[src/rtl/filter_border_mask_pkg.sv]
// Shared definitions for the filter output masking stage.
// State encoding, widths, config bundle and the SKIP helper.
package filter_border_mask_pkg;

   localparam logic [2:0] ST_IDLE = 3'd0;
   localparam logic [2:0] ST_FILL = 3'd1;
   localparam logic [2:0] ST_RUN  = 3'd2;
   localparam logic [2:0] ST_DONE = 3'd3;
   localparam logic [2:0] ST_ERR  = 3'd4;

   localparam int MAX_WIDTH  = 1024;
   localparam int MAX_HEIGHT = 65535;
   localparam int X_W        = 11;
   localparam int Y_W        = 16;
   localparam int SKIP_W     = 20;
   localparam int D_W        = 9;

   typedef struct packed {
      logic [X_W-1:0]    w_m1;
      logic [Y_W-1:0]    h_m1;
      logic [X_W-1:0]    w_r;
      logic [Y_W-1:0]    h_r;
      logic [SKIP_W-1:0] skip;
   } cfg_t;

   // Cycles from frame start until the first real filter result appears.
   function automatic logic [SKIP_W-1:0] calc_skip(
      input logic [X_W-1:0] w,
      input int             r,
      input int             lat
   );
      int t;
      t = r * int'(w) + r + 1 + lat;
      return t[SKIP_W-1:0];
   endfunction

endpackage

[src/rtl/filter_border_mask_pos_counter.sv]
// Raster position counter for the masking stage.
// x wraps at w_m1, y advances on each wrap.
module filter_border_mask_pos_counter
   import filter_border_mask_pkg::*;
(
   input  logic           clk,
   input  logic           rst,
   input  logic           clr,
   input  logic           en,
   input  logic [X_W-1:0] w_m1,
   input  logic [Y_W-1:0] h_m1,
   output logic [X_W-1:0] x,
   output logic [Y_W-1:0] y,
   output logic           last_x,
   output logic           last_xy
);

   assign last_x  = (x == w_m1);
   assign last_xy = last_x && (y == h_m1);

   always_ff @(posedge clk) begin
      if (rst || clr) begin
         x <= '0;
         y <= '0;
      end else if (en) begin
         if (last_x) begin
            x <= '0;
            y <= y + Y_W'(1);
         end else begin
            x <= x + X_W'(1);
         end
      end
   end

endmodule

[src/rtl/filter_border_mask.sv]
// Output stage after filter_unit: tracks pixel position, zeroes the
// border, drops pipeline fill-up data and frames the stream.
module filter_border_mask
   import filter_border_mask_pkg::*;
#(
   parameter int Ope_Size   = 3,
   parameter int Op_Latency = 2,
   parameter int Max_Width  = MAX_WIDTH
) (
   input  logic           clk,
   input  logic           rst,
   input  logic           reflesh,
   input  logic [D_W-1:0] data_in,
   input  logic [31:0]    image_width,
   input  logic [31:0]    image_height,
   output logic [D_W-1:0] data_out,
   output logic           out_valid,
   output logic           out_eol,
   output logic           out_eof,
   output logic           busy,
   output logic           cfg_err
);

   localparam int R = Ope_Size >> 1;
   localparam logic [X_W-1:0] R_X = X_W'(R);
   localparam logic [Y_W-1:0] R_Y = Y_W'(R);

   logic [2:0]        state;
   cfg_t              cfg;
   cfg_t              cfg_new;
   logic [SKIP_W-1:0] skip_cnt;
   logic              legal;
   logic [X_W-1:0]    x;
   logic [Y_W-1:0]    y;
   logic              last_x;
   logic              last_xy;
   logic              border;
   logic              run;

   assign legal = (image_width  >= 32'(Ope_Size))
               && (image_width  <= 32'(Max_Width))
               && (image_height >= 32'(Ope_Size))
               && (image_height <= 32'(MAX_HEIGHT));

   // Derived limits are built from the raw inputs so they land in the
   // config register on the same clk as W/H themselves.
   always_comb begin
      cfg_new.w_m1 = image_width[X_W-1:0] - X_W'(1);
      cfg_new.h_m1 = image_height[Y_W-1:0] - Y_W'(1);
      cfg_new.w_r  = image_width[X_W-1:0] - R_X;
      cfg_new.h_r  = image_height[Y_W-1:0] - R_Y;
      cfg_new.skip = calc_skip(image_width[X_W-1:0], R, Op_Latency);
   end

   assign run  = (state == ST_RUN);
   assign busy = (state == ST_FILL) || run;

   assign border = (x < R_X) || (x >= cfg.w_r)
                || (y < R_Y) || (y >= cfg.h_r);

   filter_border_mask_pos_counter u_pos (
      .clk     (clk),
      .rst     (rst),
      .clr     (!run),
      .en      (run),
      .w_m1    (cfg.w_m1),
      .h_m1    (cfg.h_m1),
      .x       (x),
      .y       (y),
      .last_x  (last_x),
      .last_xy (last_xy)
   );

   always_ff @(posedge clk) begin
      if (rst) begin
         state     <= ST_IDLE;
         cfg       <= '0;
         skip_cnt  <= '0;
         cfg_err   <= 1'b0;
         data_out  <= '0;
         out_valid <= 1'b0;
         out_eol   <= 1'b0;
         out_eof   <= 1'b0;
      end else if (reflesh) begin
         cfg       <= cfg_new;
         skip_cnt  <= '0;
         state     <= legal ? ST_FILL : ST_ERR;
         cfg_err   <= !legal;
         data_out  <= '0;
         out_valid <= 1'b0;
         out_eol   <= 1'b0;
         out_eof   <= 1'b0;
      end else begin
         data_out  <= '0;
         out_valid <= 1'b0;
         out_eol   <= 1'b0;
         out_eof   <= 1'b0;
         case (state)
            ST_FILL: begin
               if (skip_cnt == cfg.skip - SKIP_W'(1)) begin
                  state    <= ST_RUN;
                  skip_cnt <= '0;
               end else begin
                  skip_cnt <= skip_cnt + SKIP_W'(1);
               end
            end
            ST_RUN: begin
               out_valid <= 1'b1;
               data_out  <= border ? '0 : data_in;
               out_eol   <= last_x;
               out_eof   <= last_xy;
               if (last_xy) state <= ST_DONE;
            end
            default: state <= state;
         endcase
      end
   end

endmodule

[config.mk]
export PLATFORM = sky130hd
export DESIGN_NAME = filter_border_mask
export DESIGN_NICKNAME = d
export VERILOG_FILES = /design/src/rtl/filter_border_mask_pkg.sv /design/src/rtl/filter_border_mask_pos_counter.sv /design/src/rtl/filter_border_mask.sv
export SDC_FILE = /design/constraint.sdc
export NUM_CORES = 1
export LEC_CHECK = 0
export CORE_MARGIN = 1
export CORE_UTILIZATION = 45
export CTS_BUF_LIST = sky130_fd_sc_hd__clkbuf_4
export CTS_CLUSTER_DIAMETER = 40
export CTS_CLUSTER_SIZE = 28
export DETAILED_ROUTE_END_ITERATION = 12
export PLACE_DENSITY = 0.66
export SLEW_MARGIN = 5
export SYNTH_ARGS = -nofsm -noshare
export SYNTH_HDL_FRONTEND = slang
export SYNTH_SLANG_ARGS = --single-unit
export TNS_END_PERCENT = 10
[constraint.sdc]
create_clock -name clk -period 6.7 [get_ports clk]
set_clock_uncertainty 0.2 [all_clocks]
set_input_delay 1.34 -clock clk [delete_from_list [all_inputs] [get_ports clk]]
set_output_delay 1.34 -clock clk [all_outputs]
set_load 0.1 [all_outputs]
==> metrics.txt <==
minimum clock period=slightly below 4 ns; final hold violations=0; total chip power=1.13 mW; r2r setup slk=3.65 ns; FFs w/ async S/R, synth=0; Synth top area share=0.355; CP most frequent cell=nand2_1; critical-path cell list=nor2_1 -> nand2_1 -> nand2_1 -> clkdlybuf4s50_1; final instance area=0.00690 mm²; leakage=around 2.5 nW; PostCTS Resize Cnt=0; largest net degree at the start of global routing=80; Area after DPL=0.00676 mm²; Worst VDD drop=98.3 µV; Initial Util=0.471; Core Area=0.0122 mm²; wire length per cell=14.2 µm; leading area contributor after synthesis=dfxtp_1; DRT antenna net count=0; Clock Sinks=~100; Worst path max stage delay=between 1 and 1.5 ns; via/cell ratio=5.43; actual slew at the worst max-slew pin=roughly 1.1 ns; register area share after synthesis=0.355; cell area power density=164 mW/mm²; status=complete, no violations; Vias=5137; number of synthesized register bits=102; # setup viols final=0; cell count after synthesis=695; CP Capture Type=primary output; met1 usage=0.281; Top FF cell, synth=dfxtp_1; hpwl dp=10500 µm; final WL=13400 µm; Clock Pin Slew Worst Setup and Hold Paths=0.15 ns; Post-route DRC=0; CTS buffer count=9; first-pass GRT wire length=~23000 µm; Die ar.=0.0132 mm²; total track usage=0.219; multi-input logic area=0.00344 mm²; Max Freq=253 MHz; H-tree Lvls=3; CP top delay family=buffers and inverters; hold_ws=0.296 ns; met2 GRT Util=0.367; Relative slew margins=0.255; CP Launch Type=flip-flop; # Post-CTS Setup Buffers=0; Min-Delay Path Class=flip-flop to flip-flop; critical path buffer and inverter count=1; EDFF count, synth=0; Placer Congestion=approximately 0.86; CP required=5.16 ns; Post-Syn Nets=810; max-slew violations=0; RSZ-0062 raised after global routing=false; top cells by count, synth=108 x nor2_1, 102 x dfxtp_1, 45 x inv_1, 45 x nand2_1, 39 x ha_1; worst slack at placement=2.61 ns; met3 Usage GRT=0.0343; initial antenna violation count=1; crit-path max FO=6; grt ovf=0; number of global-route vias before repair=roughly 4900; worst-skew pair later-pin latency=0.48 ns; worst setup margin=2.75 ns; DR iter-0 viols=271; fin nets=approximately 900; top post-synthesis cells by area=dfxtp_1 36%, ha_1 8.5%, nor2_1 7.1%; critical path class=flip-flop to primary output; fin crit share=0.590; clock root cell=clkbuf_4; syn avg cell area=approximately 8.3 µm²; Data arrival, critical path=2.41 ns; max_cap viols=0; drt first pass iters=5; Die Y=approximately 120 µm; number of cell rows=40; Max stage delay cell, worst path=clkdlybuf4s50_1; CTS hold repair buffers=0; Synth Cell Area=0.00575 mm²; FILL cells=1178; I/O Buffers=89; post-synth cell types=54; Syn-to-layout area delta=20.1%; worst-case clock buffer depth=2; width of the die=~120 µm; I/O pin cnt=90; busiest grt layer=met2; cell with the most instances after synthesis=nor2_1; CTS tree=yes; share of layout cells above drive strength 1=0.0412; Syn. warnings=0; Setup Total Neg Slack=0 ns; register area=0.00204 mm²
-- power breakdown --
group          switching, mW  total (mW)  internal, mW  leakage (nW)
logic                 0.0857       0.176        0.0904          1.64
registers             0.0151       0.639         0.624         0.832
clock network          0.202       0.319         0.117        0.0700
total                  0.303        1.13         0.831          2.54
-- stage by stage --
stage	util	cells
after global routing	0.565	946
after detailed placement	0.554	929
after CTS	0.565	945
after global placement	0.554	929
final	0.565	946
after floorplan	-	695
-- area by class of cell --
| type | instances | area share |
|---|---|---|
| Timing Repair Buffer | 91 | 0.131 |
| Sequential cell | 102 | 0.296 |
| Tap cell | 168 | 0.0305 |
| Multi-Input combinational cell | 523 | 0.498 |
| Inverter | 45 | 0.0245 |
| Antenna cell | 1 | 0.000363 |
| Clock inverter | 6 | 0.00907 |
| Clock buffer | 10 | 0.0109 |
-- metal layers --
layer	vias up	share of wire	routed length [µm]
li1	2604	-	-
met1	2369	0.46	6240
met2	149	0.46	6200
met3	15	0.057	772
met4	0	0.016	221
met5	-	0	0
-- sequential cells by signal, indices dropped and copies added (netlist names) --
| name | count |
|---|---|
| out_eol | 1 |
| out_eof | 1 |
| cfg_err | 1 |
| u_pos.y | 16 |
| state | 3 |
| skip_cnt | 20 |
| out_valid | 1 |
| u_pos.x | 11 |
| data_out | 9 |
| cfg | 39 |
-- logic make-up after synthesis --
group | Yosys count | synth area share
AO/OA/AOI/OAI | 92 | 0.113
XOR/XNOR | 69 | 0.105
adder cells (fa/ha/maj) | 39 | 0.0849
buffers and inverters | 70 | 0.0464
flip-flops | 102 | 0.355
multiplexers | 7 | 0.0131
AND/OR/NAND/NOR | 316 | 0.282
-- placed cells by master (no fill, tap or decap), types with 24 or more instances in the layout --
cell type,n
xnor2_1,33
nor4_1,24
nand4_1,28
nor2_1,108
dfxtp_1,102
xor2_1,36
ha_1,39
inv_1,45
nand2_1,45
a211oi_1,28
clkdlybuf4s50_1,88
-- worst register-to-register path, cell delays in order (launching register included) --
cell and delay (ns):
dfxtp_1 0.47, inv_1 0.08, ha_1 0.27, and4_1 0.18, nand4_1 0.39, nor4_1 0.64, nand3_1 0.27, nor3_1 0.24
xnor2_1 0.15, nor2_1 0.05
-- worst paths after layout --
check	start	endpoint	cells past startpoint
setup / recovery	state[2]	busy	4
hold / removal	cfg[46]	cfg[46]	2
setup reg to reg	u_pos.x[0]	u_pos.y[15]	9
hold reg to reg	cfg[46]	cfg[46]	2
Note: power is estimated with default switching activity, not from simulation.
